<file path="src/rtl/pipe_output_merger.sv">
// rtl/pipe_output_merger.sv - two-source FIFO buffering, round-robin merge and stall generation
module pipe_output_merger #(
    parameter int DATA_W = 32,
    parameter int DEPTH  = 4,
    parameter int CNT_W  = 16
) (
    input  logic              clk,
    input  logic              reset,
    input  logic [DATA_W-1:0] in_data_1,
    input  logic              in_valid_1,
    input  logic [DATA_W-1:0] in_data_2,
    input  logic              in_valid_2,
    output logic              global_stall,
    output logic [DATA_W-1:0] out_data,
    output logic              out_src,
    output logic              out_valid,
    input  logic              out_ready,
    output logic [CNT_W-1:0]  count_1,
    output logic [CNT_W-1:0]  count_2,
    output logic              overflow_err
);
    localparam int AW = $clog2(DEPTH);
    typedef logic [AW-1:0] ptr_t;
    typedef logic [AW:0]   occ_t;

    logic [DATA_W-1:0] mem_q [2][DEPTH];
    logic [DATA_W-1:0] in_data [2];
    ptr_t              wr_ptr_q [2];
    ptr_t              wr_ptr_d [2];
    ptr_t              rd_ptr_q [2];
    ptr_t              rd_ptr_d [2];
    occ_t              occ_q [2];
    occ_t              occ_d [2];
    logic [CNT_W-1:0]  cnt_q [2];
    logic [CNT_W-1:0]  cnt_d [2];
    logic              stall_q, stall_d;
    logic              rr_q, rr_d;
    logic              ovf_q, ovf_d;
    logic [1:0]        in_valid, push, wr_en, pop, nonempty, full;
    logic              sel;
    logic              xfer;

    assign in_valid   = {in_valid_2, in_valid_1};
    assign in_data[0] = in_data_1;
    assign in_data[1] = in_data_2;

    // Arbitration depends only on register state, never on out_ready
    always_comb begin
        for (int k = 0; k < 2; k++) begin
            nonempty[k] = (occ_q[k] != occ_t'(0));
            full[k]     = (occ_q[k] == occ_t'(DEPTH));
        end
        if (nonempty[0] && nonempty[1]) begin
            sel = rr_q;
        end else begin
            sel = nonempty[1];
        end
    end

    assign out_valid = |nonempty;
    assign out_src   = sel;
    assign out_data  = mem_q[sel][rd_ptr_q[sel]];
    assign xfer      = out_valid && out_ready;

    always_comb begin
        stall_d = 1'b0;
        ovf_d   = ovf_q;
        for (int k = 0; k < 2; k++) begin
            push[k]     = in_valid[k] && !stall_q;
            wr_en[k]    = push[k] && !full[k];
            pop[k]      = xfer && ((k == 0) ? !sel : sel);
            occ_d[k]    = occ_q[k] + occ_t'(wr_en[k]) - occ_t'(pop[k]);
            wr_ptr_d[k] = wr_en[k] ? wr_ptr_q[k] + ptr_t'(1) : wr_ptr_q[k];
            rd_ptr_d[k] = pop[k] ? rd_ptr_q[k] + ptr_t'(1) : rd_ptr_q[k];
            cnt_d[k]    = (push[k] && (cnt_q[k] != '1)) ? cnt_q[k] + 1'b1 : cnt_q[k];
            if (occ_d[k] >= occ_t'(DEPTH - 1)) begin
                stall_d = 1'b1;
            end
            if (push[k] && full[k]) begin
                ovf_d = 1'b1;
            end
        end
        // A refused word pins the choice so out_* stays stable until taken
        if (xfer) begin
            rr_d = !sel;
        end else if (out_valid) begin
            rr_d = sel;
        end else begin
            rr_d = rr_q;
        end
    end

    always_ff @(posedge clk or posedge reset) begin
        if (reset) begin
            for (int k = 0; k < 2; k++) begin
                wr_ptr_q[k] <= '0;
                rd_ptr_q[k] <= '0;
                occ_q[k]    <= '0;
                cnt_q[k]    <= '0;
            end
            stall_q <= 1'b0;
            rr_q    <= 1'b0;
            ovf_q   <= 1'b0;
        end else begin
            for (int k = 0; k < 2; k++) begin
                wr_ptr_q[k] <= wr_ptr_d[k];
                rd_ptr_q[k] <= rd_ptr_d[k];
                occ_q[k]    <= occ_d[k];
                cnt_q[k]    <= cnt_d[k];
            end
            stall_q <= stall_d;
            rr_q    <= rr_d;
            ovf_q   <= ovf_d;
        end
    end

    always_ff @(posedge clk) begin
        for (int k = 0; k < 2; k++) begin
            if (wr_en[k]) begin
                mem_q[k][wr_ptr_q[k]] <= in_data[k];
            end
        end
    end

    assign global_stall = stall_q;
    assign count_1      = cnt_q[0];
    assign count_2      = cnt_q[1];
    assign overflow_err = ovf_q;
endmodule

</file>
<file path="config.mk">
export PLATFORM = sky130hd
export DESIGN_NAME = pipe_output_merger
export DESIGN_NICKNAME = d
export VERILOG_FILES = /design/src/rtl/pipe_output_merger.sv
export SDC_FILE = /design/constraint.sdc
export NUM_CORES = 1
export LEC_CHECK = 0
export ABC_AREA = 1
export BUFFER_PORTS_ARGS = -buffer_cell sky130_fd_sc_hd__buf_2
export CORE_UTILIZATION = 48
export DETAILED_ROUTE_END_ITERATION = 7
export PLACE_DENSITY = 0.68
export SLEW_MARGIN = 10
export SYNTH_ARGS = -nofsm -noshare
export SYNTH_HDL_FRONTEND = slang
export SYNTH_SLANG_ARGS = --single-unit
</file>
<file path="constraint.sdc">
create_clock -name clk -period 3 [get_ports clk]
set_clock_uncertainty 0.1 [all_clocks]
set_input_delay 0 -clock clk [delete_from_list [all_inputs] [get_ports clk]]
set_output_delay 0 -clock clk [all_outputs]
set_load 0.05 [all_outputs]
</file>
-- After elaboration in Yosys (flattened, before gate mapping)
Memory sizes are Yosys's and may differ from the RTL's.
Index checks and enable logic that the tools add are counted.
- $mul: 0
- muxes and demuxes: 21
- shift-type cells: 0
- reduce and logical (&&, ||, !) cells: 23
- magnitude comparators: 8
- equality and inequality tests: 4
- $add $sub $neg: 10
- bitwise operators: 4
- divide/modulo/power cells: 0
- operators with widths (cell ; number):
    128-bit 2-to-1 mux ; 2
    32-bit demux with 2-bit select ; 2
    32-bit 2-to-1 mux ; 4
    32-bit binary-select mux with 2-bit select ; 1
    16-bit by 1-bit adder with 16-bit output (second input constant) ; 2
    16-bit inequality test (second input constant) ; 2
    1-bit logical AND ; 14
    3-bit greater-or-equal comparator (second input constant) ; 3
    1-bit 2-to-1 mux ; 9
    2-bit NOT with 3-bit output ; 3
    2-bit by 1-bit adder with 2-bit output (second input constant) ; 4
    3-bit by 1-bit adder with 3-bit output ; 2
    3-bit equality test (second input constant) ; 2
    3-bit by 2-bit greater-or-equal comparator with 1-bit output (second input constant) ; 2
    3-bit by 1-bit < comparator with 1-bit output (second input constant) ; 2
    2-bit 2-to-1 mux ; 3
    3-bit nonzero test ; 2
    3-bit by 1-bit subtractor with 3-bit output ; 2
    1-bit zero test ; 4
    2-bit nonzero test ; 2
    2-bit greater-or-equal comparator (second input constant) ; 1
    1-bit NOT with 2-bit output ; 1
    2-bit OR reduction ; 1
- output and inout port bits: 68
- bits in writable memories: 256
- memory bits (read-only): 0
- memories: 1
- register bits after elaboration: 49
- latch bits: 0
- memory list (memory ; depth ; bits a word ; rd ports ; clocked after Yosys merged registers in ; wr ports ; line ; RTL):
    mem_q ; 2 ; 128 ; 1 ; 0 ; 2 ; 26 ; logic [DATA_W-1:0] mem_q [2][DEPTH];

-- Logic depth before layout (Yosys ltp)
Gate-level depths: netlist of run 1.
- depth after elaboration: 11
- depth in mapped cells: 17
- gate-level depth less buffers: 15

-- Worst setup path before layout of run 1
OpenSTA, ideal clock, no wires.
- path type: register -> register
- from: reg stall_q (netlist: global_stall)
- to: mem mem_q[0][0] (netlist name), enable pin
- library setup time: 421 ps
- clock period less this slack: 2922 ps
- required time: 2479 ps
- stages on the path, launching flop included: 6
- path slack: 78 ps
- data arrival time: 2401 ps
- cells stage by stage: dfrtp_1 > inv_1 > nand2_1 > inv_1 > nand2_1 > nor2_1
- RTL lines (element ; line ; RTL):
    start: declaration ; 36 ; logic stall_q, stall_d;
    start signal: assignment ; 111 ; stall_q <= stall_d;
    end: declaration ; 26 ;

-- Final worst setup path of run 1
- from: reg occ_q[5] (netlist name)
- to: out out_data[28]
- cells in the longest elaborated chain, start to end: 11
- ends and longest elaborated chain (element ; line ; RTL):
    start: declaration ; 32 ; occ_t occ_q [2];
    start signal: indexed assignment ; 108 ; occ_q[k] <= occ_d[k];
    3-bit nonzero test * ; 50 ; nonempty[k] = (occ_q[k] != occ_t'(0));
    1-bit logical AND * ; 53 ; if (nonempty[0] && nonempty[1]) begin
    1-bit 2-to-1 mux * ; 53 ;
    1-bit NOT with 2-bit output (implied by the code) ; 62 ; assign out_data = mem_q[sel][rd_ptr_q[sel]];
    2-bit 2-to-1 mux (implied by the code) (3 in series) ; 62 ;
    2-bit NOT with 3-bit output (implied by the code) ; 62 ;
    32-bit binary-select mux with 2-bit select * ; 62 ;
    32-bit 2-to-1 mux (implied by the code) * (2 in series) ; 62 ;
    end: declaration ; 14 ; output logic [DATA_W-1:0] out_data,
Mark *: on every way between the ends. The rest lies on a longest branch, timed or not. The select of a mux whose other input is x is not followed.

==> results.md, run 1 <==
- Status: finished clean
- P_leak: ~7.2 nW
- Final setup fails: 0
- Max incr delay on CP: about 0.44 ns
- Global-route wire length before repair: ~52 mm
- Fillers: around 2400
- Tot Pwr: ~20 mW
- Slowest cell on the critical path: dfrtp_1
- Fmax: approximately 350 MHz
- Routability-driven placement congestion ratio: between 0.8 and 0.9
- Vias in the first global route: 10000
- Final WS setup: between 0.15 and 0.2 ns
- Dpl ws: 0.219 ns
- CTS buffer count: 34
- Share of the synthesized area in the top cell type: a little under three fifths
- Via density: slightly above 5
- Antenna-violating nets left: 0
- Clk root buf: clkbuf_16
- Avg Cell Area, Syn: ~10 sq um
- Most instantiated library cell after synthesis: nand2_1
- Hold Path Class: in -> reg
- Final slew viol count: 0
- Async set or reset register ratio after synthesis: 16.1%
- GRT overflow: 0
- Via count: roughly 10000
- Top FF cell, synth: edfxtp_1
- Max-cap violations: 0
- Clk buf depth: 3
- GRT Total Usage: roughly 23%
- Final WL: 32.7 mm
- Initial Util: between 40% and 50%
- CTS Sinks: around 310
- Fin crit period: approximately 2.8 ns
- Top cell type by total area after synthesis: edfxtp_1
- Post-CTS Setup Inserts: 0
- Yosys Warn Count: 0
- I/O Buffers: 136
- Max IR drop VDD: ~0.93 mV
- Area of the multi-input gates: approximately 0.0042 sq mm
- WP data required: just under 3 ns
- Final nets: around 1700
- Worst path arrival time: around 2.8 ns
- Area Growth Syn to Fin: 21.7%
- Initial antenna violation count: 0
- RSZ-0062 raised after global routing: false
- DRT Pass-1 Iters: 5
- Iteration-0 DRC Markers: 763
- Die ar.: roughly 0.029 sq mm
- Largest net degree at the start of global routing: 85
- Worst Path Max Fanout: just under 80
- Register area: ~0.0089 sq mm
- Core ar.: about 0.028 sq mm
- Post-Syn Instances: 1361
- Antenna fix cells: 0
- Slew margin rel.: 29.3%
- Period utilisation layout: a little over nine tenths
- DRC: 0
- Die span in y: 171 um
- Top cells by count, synth: nand2_1, edfxtp_1, nand3_1
- Delay-heaviest family, CP: buffers and inverters
- Crit path buf inv count: 5
- Hold violation count in the final report: 0
- Cell-by-cell trace of the critical path: inv_2 -> nand2_2 -> nand2_4 -> nand2_8 -> buf_12 -> o21ai_4 -> inv_2 -> buf_12 -> nand2_1 -> nand2_1 -> buf_2
- Worst setup path class: reg -> out
- # IOs: ~140
- Row Count: 61
- Die X: about 170 um
- Synth area leaders: edfxtp_1, nand2_1, dfrtp_1
- Slew @ Worst Pin: approximately 1.1 ns
- Crit end category: output pin
- H-tree levels: 2
- Placed cell areas: 0.0148 sq mm
- Setup TNS: 0 ns
- CTS tree: yes
- Post-synth EDFFs: between 200 and 300
- Layout cells sized above 1: 15.5%
- Distinct cells, synth: 33
- Pwr dens: ~1200 mW/mm^2
- Latest clock arrival within the worst-skew pair: about 0.50 ns
- WL per Instance: around 17 um
- Synthesized Nets: 1447
- Crit path launch type: flop
- Final instance area: about 0.017 sq mm
- Worst-path clk slew: about 0.060 ns
- Hpwl dp: 19.8 mm
- Synthesized flop and latch total: roughly 300
- Sequential fraction of the synthesis area: between 60% and 70%
- Post-synth design cell area: ~0.014 sq mm
-- layout by cell type (no fill, tap or decap), types with 2 or more instances in the layout --
cell type,instances
bufinv_16,3
nand2_1,645
buf_6,5
clkinvlp_4,3
clkbuf_16,37
nor3_1,4
nand2_8,2
fa_1,2
clkinv_1,7
dfrtp_1,49
o21ai_0,19
nand3b_1,3
nor2_1,27
clkbuf_1,3
nand3_1,146
inv_2,6
buf_12,12
xnor2_1,13
nor2_4,9
nor2_2,3
clkinv_2,7
inv_1,56
ha_1,14
dlygate4sd3_1,69
xor2_1,18
edfxtp_1,256
buf_2,135
nand4_1,6
a21oi_1,4
buf_4,10
nand2_4,2
nand2_2,3
-- cell type report --
class | count | share of cell area (%)
multi-input cells | 929 | 25.3
clock buffers | 41 | 5.68
inverters | 62 | 1.39
flip-flops and latches | 305 | 53.2
well taps | 378 | 2.83
clock inverters | 21 | 1.09
repair buffers | 232 | 10.4
-- cells by family after synthesis --
logic type	synth area share (%)
xor gates and xnor gates	2.04
adders and majority gates	1.66
and+or+nand+nor	25.4
AOI/OAI and AO/OA	1.10
buffers and inverters	4.98
DFF	64.8
-- metal layers --
| layer | track usage (%) | wire [um] | vias up |
|---|---|---|---|
| met1 | 29.3 | 13700 | 4799 |
| met5 | 0 | 0 | - |
| met2 | 39.9 | 16100 | 348 |
| met3 | 3.87 | 2110 | 63 |
| met4 | 7.07 | 715 | 0 |
| li1 | - | - | 4886 |
-- power by group --
group / switching [mW] / leakage, nW / internal [mW] / total, mW
registers: 0.287 / 2.92 / 5.01 / 5.30
clock network: 1.65 / 0.552 / 2.52 / 4.17
logic: 7.61 / 3.77 / 2.68 / 10.3
total: 9.54 / 7.25 / 10.2 / 19.8
-- worst paths after layout --
check,slack (ns),end,from,depth (start not counted)
worst max register to register,0.21,global_stall$_DFF_PP0_,occ_q[4]$_DFF_PP0_,13
worst min-delay path,0.15,mem_q[0][113]$_DFFE_PP_,in_data_1[17],2
worst max-delay path,0.15,out_data[28],occ_q[5]$_DFF_PP0_,11
worst min register to register,0.37,rd_ptr_q[1]$_DFFE_PP0P_,rd_ptr_q[1]$_DFFE_PP0P_,1
min in group asynchronous,0.21,count_1[9]$_DFFE_PP0P_,reset,3
max in group asynchronous,1.94,rd_ptr_q[2]$_DFFE_PP0P_,reset,3
-- sequential cells by signal, indices dropped and copies added (netlist names), 4 cells and up --
name      flops
count_1      16
mem_q       256
wr_ptr_q      4
rd_ptr_q      4
occ_q         6
count_2      16
-- repair_timing --
item                                    CTS  global route
gates resized for setup                   2            15
endpoints found under the setup margin   31            29
hold buffers                             69             0
hold endpoints to repair                318             0
-- per-stage QoR --
stage | utilization, % | instances | hold WS, ns
finish | 59.8 | 1968 | 0.146
global placement | 53.0 | 1837 | 0.117
CTS | 59.5 | 1968 | 0.132
floorplan | - | 1361 | -0.00113
global route | 59.8 | 1968 | 0.152
detailed placement | 53.0 | 1837 | 0.118
(Power assumes the default switching activity.)
==> inputs of run 2 (changes only) <==
--- a/config.mk
+++ b/config.mk
@@ -10,7 +10,10 @@
 export CORE_UTILIZATION = 48
 export DETAILED_ROUTE_END_ITERATION = 7
 export PLACE_DENSITY = 0.68
+export RECOVER_POWER = 50
+export SETUP_SLACK_MARGIN = 0.2
 export SLEW_MARGIN = 10
 export SYNTH_ARGS = -nofsm -noshare
 export SYNTH_HDL_FRONTEND = slang
 export SYNTH_SLANG_ARGS = --single-unit
+export TNS_END_PERCENT = 1
==> results.md, run 2 (synthesized netlist as in run 1, its figures left out) <==
- Setup slack, reg-to-reg: 0.34 ns
- CTS tree: yes
- Cell-by-cell trace of the critical path: nor2_4 -> nand2_4 -> nand2_8 -> nand2_8 -> buf_16 -> o21ai_4 -> buf_4 -> nand2_1 -> nand2_1 -> buf_2
- Final WL: around 34 mm
- GRT overflow: 0
- Hold Startpoint: in_data_1[17]
- Global-route wire length before repair: ~52 mm
- Max IR drop VDD: 1.00 mV
- Final slew viol count: 50
- Fin crit period: ~2.8 ns
- Antenna fix cells: 0
- Worst setup path class: reg -> out
- Die ar.: a little under 0.03 sq mm
- Commonest cells after routing, fill and taps aside: nand2_1, edfxtp_1, nand3_1
- Via density: 5.16
- Max reg flops: around 260
- Hold violation count in the final report: 0
- DRC: 0
- Crit end category: output pin
- Max incr delay on CP: about 0.41 ns
- Worst-path clk slew: ~0.060 ns
- Antenna-violating nets left: 0
- Slew @ Worst Pin: 1.91 ns
- Failing checks: max-capacitance violations, max-slew violations
- WHS Endpoint: mem_q[0][113]$_DFFE_PP_
- Register area: 0.00891 sq mm
- Hold Path Class: in -> reg
- Largest net degree at the start of global routing: between 80 and 90
- Iteration-0 DRC Markers: between 700 and 800
- Core ar.: approximately 0.028 sq mm
- R2R Path End: global_stall$_DFF_PP0_
- DRT Pass-1 Iters: 5
- Clk root buf: clkbuf_16
- H-tree levels: 2
- WP data required: between 2 and 3 ns
- Worst path arrival time: approximately 2.7 ns
- Worst Path Max Fanout: 77
- GRT Total Usage: between 20% and 30%
- Layout cells sized above 1: roughly a tenth
- Initial Util: between 40% and 50%
- P_leak: 7.02 nW
- Finished Layout Cells: 1974
- Fillers: ~2400
- Pwr dens: 1200 mW/mm^2
- Worst r2r src: occ_q[3]$_DFF_PP0_
- RSZ-0062 raised after global routing: true
- Area of the multi-input gates: around 0.0043 sq mm
- Via count: just over 10000
- CTS buffer count: 34
- Initial antenna violation count: 0
- Fmax: 361 MHz
- CTS Sinks: 305
- Status: finished with violations
- Final setup fails: 0
- Slew margin rel.: -27.7%
- Die X: approximately 170 um
- Final nets: 1656
- Clk buf depth: 3
- Placed insts: around 1800
- # IOs: between 100 and 150
- Routability-driven placement congestion ratio: ~0.83
- Slowest cell on the critical path: dfrtp_1
- Launch point of the worst path: occ_q[3]$_DFF_PP0_
- I/O Buffers: about 140
- Hold depth: 2
- Crit path launch type: flop
- Die span in y: between 150 and 200 um
- Max-cap violations: 1
- Period utilisation layout: 92.3%
- Latest clock arrival within the worst-skew pair: about 0.5 ns
- Row Count: 61
- Setup TNS: 0 ns
- Reg2reg path depth: 13
- Vias in the first global route: approximately 10000
- WL per Instance: around 17 um
- Most common cell after layout, fill and taps aside: nand2_1
- Area Growth Syn to Fin: 22.0%
- Hpwl dp: approximately 20 mm
-- run 2: changes by cell type in the layout (fill, tap and decap cells not counted), moves of 2 or more --
| cell | change |
|---|---|
| clkbuf_4 | +5 |
| inv_2 | -2 |
| nand2_2 | -2 |
| buf_4 | +2 |
| buf_2 | -104 |
| nand2_4 | +3 |
| clkbuf_16 | +2 |
| clkbuf_1 | +98 |
| buf_6 | -2 |
-- run 2: worst max path at each step --
stage,to,slack (ns),cells after the start
global route,out_data[10],0.17,10
floorplan,mem_q[0][0]$_DFFE_PP_,0.08,5
finish,out_data[0],0.23,10
global placement,global_stall$_DFF_PP0_,0.31,13
CTS,out_data[14],0.18,11
detailed placement,global_stall$_DFF_PP0_,0.22,13
-- run 2: stage by stage --
step           setup WS, ns  utilization (%)  hold slack (ns)  cell area [sq um]  total power [mW]
3_5_place_dp          0.219             53.0            0.118              14800              15.4
3_3_place_gp          0.313             53.0            0.117              14800              15.3
2_1_floorplan        0.0782                -         -0.00113              13800              13.2
5_1_grt               0.166             59.9            0.221              16800              21.5
4_1_cts               0.183             59.7            0.132              16700              19.8
6_report              0.231             59.9            0.195              16800              20.2
-- run 2: area by class of cell --
class	count	share of cell area [%]
clock inverters	21	1.09
multi-input cells	931	25.6
repair buffers	236	10.3
clock buffers	41	5.66
flip-flops and latches	305	53.1
inverters	62	1.40
well taps	378	2.82
-- run 2: power by group --
part           switching (mW)  internal, mW  total (mW)
sequential              0.290          5.01        5.30
clock                    1.66          2.52        4.18
combinational            7.82          2.90        10.7
-- run 2: routing by layer --
metal  GRT usage, %  vias to the layer above  share of wire [%]
met2           39.9                      333                 49
met5              0                        -                  0
met4           7.30                        0                2.3
li1               -                     4900                  -
met1           29.5                     4882                 43
met3           3.80                       62                5.8
-- run 2: what timing repair did --
item                                   4_1_cts  5_1_grt
gates resized for setup                     12       27
setup buffers                                0        2
hold buffers                                69        0
setup endpoints to repair                   32       34
pin swaps                                    0        3
endpoints found under the hold margin      318        0
gates cloned                                 0        4
-- run 2: worst max-delay path: cells and delay by family (launching register included) --
family,cells,cell delay [ns]
flip-flops,1,0.41
AND/OR/NAND/NOR,6,0.69
buffers and inverters,3,0.81
AO/OA/AOI/OAI,1,0.23
